`src/rtl/sc_ifu_pkg.sv`:
```
// Shared types and helpers for the single-cycle instruction-fetch unit.
// Next-PC select codes and IFU state encoding live here so decode and fetch agree.
package sc_ifu_pkg;

    localparam int unsigned XLEN    = 32;
    localparam int unsigned IMM26_W = 26;
    localparam int unsigned IMM16_W = 16;

    typedef enum logic [1:0] {
        PCSRC_SEQ = 2'b00,
        PCSRC_BR  = 2'b01,
        PCSRC_JR  = 2'b10,
        PCSRC_J   = 2'b11
    } pcsrc_e;

    typedef enum logic [1:0] {
        ST_IDLE  = 2'b00,
        ST_FETCH = 2'b01,
        ST_EXEC  = 2'b10,
        ST_ERR   = 2'b11
    } ifu_state_e;

    // Word-scaled, sign-extended branch displacement.
    function automatic logic [XLEN-1:0] br_offset(input logic [IMM16_W-1:0] imm16);
        return {{14{imm16[IMM16_W-1]}}, imm16, 2'b00};
    endfunction

endpackage

```
`src/rtl/sc_npc.sv`:
```
// Combinational next-PC select for the fetch unit.
// Flags any target that is not word aligned.
module sc_npc
    import sc_ifu_pkg::*;
(
    input  logic [XLEN-1:0]    pc4,
    input  logic [IMM26_W-1:0] imm26,
    input  logic [XLEN-1:0]    ra,
    input  logic [1:0]         pcsource,
    output logic [XLEN-1:0]    npc,
    output logic               misalign
);

    always_comb begin
        npc = pc4;
        unique case (pcsrc_e'(pcsource))
            PCSRC_SEQ: npc = pc4;
            PCSRC_BR:  npc = pc4 + br_offset(imm26[IMM16_W-1:0]);
            PCSRC_JR:  npc = ra;
            PCSRC_J:   npc = {pc4[XLEN-1:XLEN-4], imm26, 2'b00};
            default:   npc = pc4;
        endcase
        misalign = (npc[1:0] != 2'b00);
    end

endmodule

```
`src/rtl/sc_ifu.sv`:
```
// Instruction-fetch unit: holds the PC, fetches one word per instruction over
// a req/ack port, and advances the PC using the control unit's pcsource.
module sc_ifu
    import sc_ifu_pkg::*;
#(
    parameter logic [31:0] RESET_PC = 32'h0000_0000,
    parameter int unsigned TIMEOUT  = 16,
    parameter int unsigned CNT_W    = 5
) (
    input  logic            clock,
    input  logic            resetn,
    output logic [XLEN-1:0] imem_addr,
    output logic            imem_req,
    input  logic            imem_ack,
    input  logic [XLEN-1:0] imem_rdata,
    output logic [XLEN-1:0] inst,
    output logic            inst_valid,
    output logic [XLEN-1:0] pc,
    output logic [XLEN-1:0] pc4,
    input  logic [1:0]      pcsource,
    input  logic [XLEN-1:0] ra,
    input  logic            stall,
    output logic            fetch_err
);

    ifu_state_e       state_q, state_d;
    logic [CNT_W-1:0] cnt_q, cnt_d;
    logic [XLEN-1:0]  pc_q, pc_d;
    logic [XLEN-1:0]  pc4_q;
    logic [XLEN-1:0]  inst_q, inst_d;
    logic             valid_q, valid_d;
    logic             req_q, req_d;
    logic             err_q, err_d;
    logic [XLEN-1:0]  npc;
    logic             misalign;

    sc_npc u_npc (
        .pc4      (pc4_q),
        .imm26    (inst_q[IMM26_W-1:0]),
        .ra       (ra),
        .pcsource (pcsource),
        .npc      (npc),
        .misalign (misalign)
    );

    // State and datapath registers; reset overrides every other event.
    always_ff @(posedge clock) begin
        if (!resetn) begin
            state_q <= ST_IDLE;
            cnt_q   <= '0;
            pc_q    <= RESET_PC;
            pc4_q   <= RESET_PC + 32'd4;
            inst_q  <= '0;
            valid_q <= 1'b0;
            req_q   <= 1'b0;
            err_q   <= 1'b0;
        end else begin
            state_q <= state_d;
            cnt_q   <= cnt_d;
            pc_q    <= pc_d;
            pc4_q   <= pc_d + 32'd4;
            inst_q  <= inst_d;
            valid_q <= valid_d;
            req_q   <= req_d;
            err_q   <= err_d;
        end
    end

    // Next-state and next-register values; outputs are decoded from state_d
    // so that every port is driven straight from a flop.
    always_comb begin
        state_d = state_q;
        cnt_d   = cnt_q;
        pc_d    = pc_q;
        inst_d  = inst_q;
        valid_d = valid_q;
        err_d   = err_q;

        unique case (state_q)
            ST_IDLE: begin
                state_d = ST_FETCH;
            end
            ST_FETCH: begin
                if (imem_ack) begin
                    inst_d  = imem_rdata;
                    valid_d = 1'b1;
                    cnt_d   = '0;
                    state_d = ST_EXEC;
                end else begin
                    cnt_d = cnt_q + CNT_W'(1);
                    if (cnt_q == CNT_W'(TIMEOUT - 1)) begin
                        state_d = ST_ERR;
                    end
                end
            end
            ST_EXEC: begin
                if (!stall) begin
                    if (misalign) begin
                        state_d = ST_ERR;
                    end else begin
                        pc_d    = npc;
                        valid_d = 1'b0;
                        state_d = ST_FETCH;
                    end
                end
            end
            ST_ERR: begin
                state_d = ST_ERR;
            end
            default: begin
                state_d = ST_ERR;
            end
        endcase

        if (state_d == ST_ERR) begin
            err_d   = 1'b1;
            valid_d = 1'b0;
        end
        req_d = (state_d == ST_FETCH);
    end

    assign imem_addr  = pc_q;
    assign imem_req   = req_q;
    assign inst       = inst_q;
    assign inst_valid = valid_q;
    assign pc         = pc_q;
    assign pc4        = pc4_q;
    assign fetch_err  = err_q;

endmodule

```
`config.mk`:
```
export PLATFORM = sky130hd
export DESIGN_NAME = sc_ifu
export DESIGN_NICKNAME = d
export VERILOG_FILES = /design/src/rtl/sc_ifu_pkg.sv /design/src/rtl/sc_npc.sv /design/src/rtl/sc_ifu.sv
export SDC_FILE = /design/constraint.sdc
export NUM_CORES = 1
export LEC_CHECK = 0
export BUFFER_PORTS_ARGS = -buffer_cell sky130_fd_sc_hd__buf_2
export CORE_MARGIN = 2
export CORE_UTILIZATION = 35
export CTS_BUF_LIST = sky130_fd_sc_hd__clkbuf_4
export CTS_CLUSTER_DIAMETER = 120
export DETAILED_ROUTE_END_ITERATION = 16
export GPL_TIMING_DRIVEN = 0
export PLACE_DENSITY = 0.61
export SETUP_SLACK_MARGIN = 0.4
export SYNTH_ARGS = -nofsm -noshare
export SYNTH_HDL_FRONTEND = slang
export SYNTH_SLANG_ARGS = --single-unit
export TNS_END_PERCENT = 1
```
`constraint.sdc`:
```
create_clock -name clock -period 3.4 [get_ports clock]
set_input_delay 0.34 -clock clock [delete_from_list [all_inputs] [get_ports clock]]
set_output_delay 0.34 -clock clock [all_outputs]
set_load 0.005 [all_outputs]
```
==> results of run 1 <==
[registers in the layout (all words and copies together), names as in the netlist]
register,cells
cnt_q,5
fetch_err,1
imem_addr,32
imem_req,1
inst,32
inst_valid,1
pc4,30
state_q,2
[report_power, final]
group | switching (mW) | internal (mW)
logic | 0.284 | 0.191
clock network | 0.474 | 0.171
registers | 0.0446 | 1.26
[placed cells by master (no fill, tap or decap), types with 4 or more instances in the layout]
cell and count:
sky130_fd_sc_hd__nand4_1 12, sky130_fd_sc_hd__xor2_1 10, sky130_fd_sc_hd__and3_1 13, sky130_fd_sc_hd__a211oi_1 11, sky130_fd_sc_hd__nor3_1 25, sky130_fd_sc_hd__xnor2_1 10, sky130_fd_sc_hd__nor2_1 73, sky130_fd_sc_hd__o21ai_1 6
sky130_fd_sc_hd__mux2_2 19, sky130_fd_sc_hd__a22o_1 4, sky130_fd_sc_hd__buf_2 214, sky130_fd_sc_hd__o21ai_2 6, sky130_fd_sc_hd__dfxtp_1 93, sky130_fd_sc_hd__nand2b_1 4, sky130_fd_sc_hd__inv_1 14, sky130_fd_sc_hd__mux2i_1 17
sky130_fd_sc_hd__a21o_1 13, sky130_fd_sc_hd__o21a_1 11, sky130_fd_sc_hd__o31ai_4 5, sky130_fd_sc_hd__nand3_1 14, sky130_fd_sc_hd__nor3_2 4, sky130_fd_sc_hd__nor2b_1 4, sky130_fd_sc_hd__a221o_1 11, sky130_fd_sc_hd__nand2_1 119
sky130_fd_sc_hd__buf_4 40, sky130_fd_sc_hd__clkbuf_1 23, sky130_fd_sc_hd__a21oi_1 79, sky130_fd_sc_hd__nor4_1 5, sky130_fd_sc_hd__or3_1 10, sky130_fd_sc_hd__o21ai_0 36, sky130_fd_sc_hd__clkbuf_4 12, sky130_fd_sc_hd__dfxtp_2 8
sky130_fd_sc_hd__o221ai_1 4, sky130_fd_sc_hd__ha_1 30, sky130_fd_sc_hd__a21oi_2 8, sky130_fd_sc_hd__and2_1 19, sky130_fd_sc_hd__or2_2 4, sky130_fd_sc_hd__a31oi_1 5
[worst max-delay path, cell delays in order, from the launching register on]
cell and delay, ns:
sky130_fd_sc_hd__dfxtp_1 0.42, sky130_fd_sc_hd__ha_1 0.30, sky130_fd_sc_hd__buf_2 0.19, sky130_fd_sc_hd__nand2_1 0.14
sky130_fd_sc_hd__or3_4 0.43, sky130_fd_sc_hd__a2111oi_4 0.38, sky130_fd_sc_hd__o21ba_2 0.22, sky130_fd_sc_hd__mux2i_1 0.25
sky130_fd_sc_hd__a2bb2oi_1 0.25, sky130_fd_sc_hd__nand4b_1 0.18, sky130_fd_sc_hd__or4_4 0.51, sky130_fd_sc_hd__mux2_4 0.30
[routing by layer]
layer  track usage  wire length [um]  vias to the layer above
met1         0.342             12500                     3580
met4        0.0748               561                        0
li1              -                 -                     3694
met2         0.381             12400                      288
met3        0.0383              1820                       39
met5             0                 0                        -
[logic make-up after synthesis]
group / count (synthesis) / share of synthesized area
AOI/OAI and AO/OA: 251 / 0.241
xor gates and xnor gates: 22 / 0.0266
adders and majority gates: 33 / 0.0580
buffers and inverters: 97 / 0.0723
DFF: 104 / 0.287
muxes: 42 / 0.0680
and+or+nand+nor: 349 / 0.247
[final cells by class]
cell class	instances	area share
multi-input cells	697	0.543
plain buffers	81	0.0521
well taps	270	0.0372
flip-flops and latches	104	0.232
clock buffers	10	0.00826
inverters	16	0.00661
repair buffers	205	0.115
diodes	1	0.000275
clock inverters	6	0.00592
[worst paths after layout]
kind / startpoint / to / slack [ns] / depth (start not counted)
setup / recovery: pc4[20] / pc4[30] / -0.25 / 11
hold / removal: imem_rdata[29] / inst[29] / 0.04 / 3
setup reg to reg: pc4[20] / pc4[30] / -0.25 / 11
hold reg to reg: inst[30] / inst[30] / 0.47 / 2
[metrics by stage]
stage | util | hold WS (ns) | instances | instance area, sq um
global placement | 0.427 | 0.439 | 1367 | 8670
global route | 0.447 | 0.0215 | 1390 | 9080
floorplan | - | 0.453 | 898 | 7340
finish | 0.447 | 0.0378 | 1390 | 9080
detailed placement | 0.427 | 0.448 | 1367 | 8670
CTS | 0.441 | 0.00820 | 1388 | 8950
[repair_timing]
item	CTS	global route
gates resized for setup	23	35
pin swaps	9	10
setup buffers	5	1
hold endpoints to repair	0	0
setup endpoints to repair	22	27
==> summary.json, run 1 <==
{
  "most_instantiated_library_cell_after_synthesis": "sky130_fd_sc_hd__nand2_1",
  "syn_to_final_growth_pct": 25.3,
  "worstPathMaxFanout": 9,
  "pre_cts_slack_ns": -0.556,
  "detail_route.iter0.violations": 525,
  "synth.ff_latch_count": 104,
  "cts_inserted_buffers": 9,
  "gp_congestion": 0.937,
  "synth_seq_area_share": 0.287,
  "power_density_normalized_to_cell_area_mw_per_mm2": 267,
  "die_width_um": 148,
  "synth.distinct_cells": 96,
  "clock_latency_ns": 0.51,
  "cp-start-kind": "register",
  "first_pass_grt_wire_length_um": 40800,
  "setup_repair_after_global_routing_missed_its_margin": "true",
  "routed_via_density": 5.47,
  "fp.dieH_um": 148,
  "finalClockSkew_ns": 0.0350,
  "die_footprint_sq_mm": 0.0219,
  "final.fill_count": 2088,
  "outcome": "finished, violations left",
  "number_of_enable_flip_flop_cells_after_synthesis": 0,
  "worstPathRequired_ns": 3.83,
  "first_global_vias": 6983,
  "netlist_top_cells_count": "sky130_fd_sc_hd__nand2_1 (119), sky130_fd_sc_hd__dfxtp_1 (104), sky130_fd_sc_hd__a21oi_1 (87)",
  "timing.final.max_slew_violations": 0,
  "drive_above_1_share": 0.348,
  "port-buffer-count": 199,
  "synth.yosys.warnings": 0,
  "final_critical_path_setup_slack_ns": -0.249,
  "synth.net_count": 1001,
  "violations": "setup timing",
  "globalRoute.totalOverflow": 0,
  "wire_length_per_cell_um": 19.6,
  "post_cts_hold_buffer_count": 0,
  "total_power_consumption_mw": 2.42,
  "timing.final.crit_share": 1.07,
  "final.min_clock_period_ns": 3.65,
  "synthDominantAreaCellType": "sky130_fd_sc_hd__dfxtp_1",
  "post_synth_top_area_share": 0.287,
  "num_io_pins": 201,
  "detailedPlacementHpwl_um": 21100,
  "setup.worst_path.end_class": "register",
  "async_reset_ff_frac": 0,
  "syn_area_per_cell_sq_um": 8.07,
  "slew_headroom": 0.385,
  "total_core_area_sq_mm": 0.0203,
  "worst_pin_slew_ns": 0.923,
  "clkSlewWorstSetupHoldPaths_ns": 0.19,
  "grt_antenna_before_repair": 1,
  "path_class": "register to register",
  "route.final.wire_length_um": 27300,
  "power_leakage_nw": 4.15,
  "finalSetupTns_ns": -1.40,
  "synth_cells": 898,
  "starting_density_of_the_core": 0.357,
  "ant_nets": 0,
  "area.sequential_sq_mm": 0.00210,
  "route.detailed.drc": 0,
  "hold_viol_final": 0,
  "root_buffer": "sky130_fd_sc_hd__clkbuf_4",
  "grt_max_degree": 19,
  "clock_sinks": 104,
  "multiInputGateArea_sq_mm": 0.00493,
  "route.vias.total": 7601,
  "post_synth_design_cell_area_sq_mm": 0.00725,
  "cts_htree_levels": 3,
  "power.ir.vdd_worst_uv": 144,
  "row_count": 52,
  "setup_violations": 9,
  "fmax_mhz": 274,
  "netlist_top_cells_area": "sky130_fd_sc_hd__dfxtp_1 (29%), sky130_fd_sc_hd__nand2_1 (6.2%), sky130_fd_sc_hd__a21oi_1 (6.0%)",
  "clk_path_buf_depth": 2,
  "cts_tree": "built",
  "track_usage": 0.243,
  "detail_route.first_pass.iterations": 7,
  "num-nets-final": 1217,
  "hold_class": "input pin to register",
  "critical_path_arrival_ns": 4.08,
  "maxCapViolCount": 0,
  "ys_dominant_reg_cell": "sky130_fd_sc_hd__dfxtp_1"
}
Note: power is estimated with default switching activity, not from simulation.
==> inputs of run 2 (changes only) <==
--- a/config.mk
+++ b/config.mk
@@ -12,7 +12,7 @@
 export CTS_CLUSTER_DIAMETER = 120
 export DETAILED_ROUTE_END_ITERATION = 16
 export GPL_TIMING_DRIVEN = 0
-export PLACE_DENSITY = 0.61
+export PLACE_DENSITY = 0.59
 export SETUP_SLACK_MARGIN = 0.4
 export SYNTH_ARGS = -nofsm -noshare
 export SYNTH_HDL_FRONTEND = slang
==> constraint.sdc (replaced) <==
create_clock -name clock -period 3.54 [get_ports clock]
set_input_delay 0.354 -clock clock [delete_from_list [all_inputs] [get_ports clock]]
set_output_delay 0.354 -clock clock [all_outputs]
set_load 0.005 [all_outputs]
==> summary.json, run 2 (synthesized netlist as in run 1, its figures left out) <==
{
  "final_critical_path_setup_slack": {"value": -0.0867, "unit": "ns", "change": "+0.162 ns"},
  "wire_length_per_cell": {"value": 19.8, "unit": "um", "change": "+0.66%"},
  "dpl_cell_area": {"value": 0.00867, "unit": "sq mm", "change": "unchanged"},
  "die_footprint": {"value": 0.0219, "unit": "sq mm", "change": "unchanged"},
  "worst_r2r_startpoint": "pc4[2]",
  "final.fill_count": {"value": 2089, "change": "+0.048%"},
  "post_cts_hold_buffer_count": {"value": 0, "change": "unchanged"},
  "area.sequential": {"value": 0.00211, "unit": "sq mm", "change": "+0.12%"},
  "num-nets-final": {"value": 1224, "change": "+0.58%"},
  "finalClockSkew": {"value": 0.0163, "unit": "ns", "change": "-0.0187 ns"},
  "pre_cts_slack": {"value": -0.450, "unit": "ns", "change": "+0.106 ns"},
  "starting_density_of_the_core": {"value": 0.357, "change": "unchanged"},
  "grt_max_degree": {"value": 19, "change": "unchanged"},
  "critical_path_arrival": {"value": 4.04, "unit": "ns", "change": "-0.04 ns"},
  "grt_antenna_before_repair": {"value": 1, "change": "unchanged"},
  "holdWs": {"value": 0.0593, "unit": "ns", "change": "+0.0215 ns"},
  "routed_via_density": {"value": 5.53, "change": "+1.0%"},
  "cts_htree_levels": {"value": 3, "change": "unchanged"},
  "multiInputGateArea": {"value": 0.00499, "unit": "sq mm", "change": "+1.2%"},
  "clkSlewWorstSetupHoldPaths": {"value": 0.18, "unit": "ns", "change": "about the same"},
  "post-route-cell-area": {"value": 0.00921, "unit": "sq mm", "change": "+1.4%"},
  "timing.final.max_slew_violations": {"value": 0, "change": "unchanged"},
  "clock_latency": {"value": 0.50, "unit": "ns", "change": "about the same"},
  "port-buffer-count": {"value": 199, "change": "unchanged"},
  "total_core_area": {"value": 0.0203, "unit": "sq mm", "change": "unchanged"},
  "setup_violations": {"value": 3, "change": "-6"},
  "setup.worst_path.end_class": "register",
  "setup_repair_after_global_routing_missed_its_margin": "true",
  "worst_path_max_delay_cell": "sky130_fd_sc_hd__or4_4",
  "worstPathRequired": {"value": 3.95, "unit": "ns", "change": "+0.12 ns"},
  "clock_sinks": {"value": 104, "change": "unchanged"},
  "power.ir.vdd_worst": {"value": 212, "unit": "uV", "change": "+47%"},
  "detail_route.iter0.violations": {"value": 595, "change": "+13%"},
  "drive_above_1_share": {"value": 0.363, "change": "+0.0156"},
  "detail_route.first_pass.iterations": {"value": 7, "change": "unchanged"},
  "die_width": {"value": 148, "unit": "um", "change": "unchanged"},
  "layout.cells.most_common": "sky130_fd_sc_hd__buf_2",
  "worst_pin_slew": {"value": 0.848, "unit": "ns", "change": "-0.0752 ns"},
  "cp_cell_sequence": "ha_4, inv_2, fa_2, nor2b_4, o31ai_4, a211oi_1, mux2i_1, a21oi_2, a32oi_4, or2_4, or2_4, or4_4, mux2_4",
  "outcome": "finished, violations left",
  "final.min_clock_period": {"value": 3.63, "unit": "ns", "change": "-0.0222 ns"},
  "fmax": {"value": 276, "unit": "MHz", "change": "+0.61%"},
  "critical_path_startpoint": "pc4[2]",
  "slew_headroom": {"value": 0.435, "change": "+0.0501"},
  "gp_congestion": {"value": 0.907, "change": "-3.1%"},
  "route.vias.total": {"value": 7719, "change": "+1.6%"},
  "violations": "setup timing",
  "min-delay-start": "imem_rdata[8]",
  "ant_nets": {"value": 0, "change": "unchanged"},
  "cts_inserted_buffers": {"value": 9, "change": "unchanged"},
  "cts_tree": "built",
  "route.final.wire_length": {"value": 27600, "unit": "um", "change": "+1.2%"},
  "first_pass_grt_wire_length": {"value": 41100, "unit": "um", "change": "+0.85%"},
  "track_usage": {"value": 0.245, "change": "+0.00220"},
  "syn_to_final_growth_pct": 27.1,
  "root_buffer": "sky130_fd_sc_hd__clkbuf_4",
  "hold_viol_final": {"value": 0, "change": "unchanged"},
  "row_count": {"value": 52, "change": "unchanged"},
  "crit_path_frequent_cell": "sky130_fd_sc_hd__or2_4",
  "worstPathMaxFanout": {"value": 7, "change": "-2"},
  "critical-path-max-stage-delay": {"value": 0.53, "unit": "ns", "change": "+0.02 ns"},
  "hold_class": "input pin to register",
  "power_leakage": {"value": 4.19, "unit": "nW", "change": "+0.98%"},
  "power_density_normalized_to_cell_area": {"value": 261, "unit": "mW/mm^2", "change": "-2.0%"},
  "detailedPlacementHpwl": {"value": 21200, "unit": "um", "change": "+0.27%"},
  "globalRoute.totalOverflow": {"value": 0, "change": "unchanged"},
  "route.detailed.drc": {"value": 0, "change": "unchanged"},
  "path_class": "register to register",
  "clk_path_buf_depth": {"value": 2, "change": "unchanged"},
  "highest_count_cells_in_the_layout_ignoring_fill_and_taps": "sky130_fd_sc_hd__buf_2 (215), sky130_fd_sc_hd__nand2_1 (118), sky130_fd_sc_hd__dfxtp_1 (91), sky130_fd_sc_hd__a21oi_1 (81), sky130_fd_sc_hd__nor2_1 (71)",
  "first_global_vias": {"value": 7083, "change": "+1.4%"},
  "timing.final.crit_share": {"value": 1.02, "change": "-0.0487"},
  "maxCapViolCount": {"value": 0, "change": "unchanged"},
  "fp.dieH": {"value": 148, "unit": "um", "change": "unchanged"},
  "num_io_pins": {"value": 201, "change": "unchanged"},
  "cp-start-kind": "register"
}
-- run 2: changes by cell type in the layout (fill, tap and decap cells not counted), sizes merged --
cell,previous run,this run
buf,258,267
bufinv,0,1
clkbuf,38,35
clkinv,5,2
clkinvlp,0,2
inv,17,18
-- run 2: worst max-delay path: cells and delay by family, from the launching register on --
kind	cells	cell delay [ns]
compound gates	4	0.81
fa+ha+maj	2	0.53
buf+inv	1	0.04
flops	1	0.40
mux	2	0.47
simple gates	4	1.27
-- run 2: per-stage QoR --
step	cells	util	power, mW	TNS [ns]
floorplan	898	-	1.52	0
global placement	1367	0.427	1.71	-1.86
detailed placement	1367	0.427	1.71	-2.23
CTS	1396	0.450	2.41	-0.119
global route	1397	0.454	2.51	-0.754
finish	1397	0.454	2.41	-0.185
-- run 2: power by group --
group	leakage (nW)	switching, mW	internal, mW
clock	0.0725	0.468	0.223
sequential	0.850	0.0427	1.21
combinational	3.27	0.277	0.188
-- run 2: final cells by class --
class / instances / share of cell area
Buffer: 81 / 0.0515
Inverter: 16 / 0.00652
Tap cell: 270 / 0.0367
Sequential cell: 104 / 0.229
Multi-Input combinational cell: 697 / 0.542
Clock inverter: 7 / 0.00842
Timing Repair Buffer: 212 / 0.119
Antenna cell: 1 / 0.000272
Clock buffer: 9 / 0.00733
-- run 2: path summary, 6_finish.rpt --
check	depth (start not counted)	end	slack, ns
max	13	pc4[30]	-0.09
min	3	inst[8]	0.06
max reg2reg	13	pc4[30]	-0.09
min reg2reg	2	inst[26]	0.47
-- run 2: what timing repair did --
action	in CTS	in global routing
buffers inserted	13	0
pin swaps	12	10
endpoints found under the setup margin	17	22
gates resized for setup	38	39
-- run 2: metal layers --
layer | routed length (um) | GRT usage | vias to the layer above
li1 | - | - | 3697
met1 | 12500 | 0.349 | 3659
met2 | 12500 | 0.388 | 329
met4 | 499 | 0.0700 | 0
met5 | 0 | 0 | -
met3 | 2130 | 0.0312 | 34
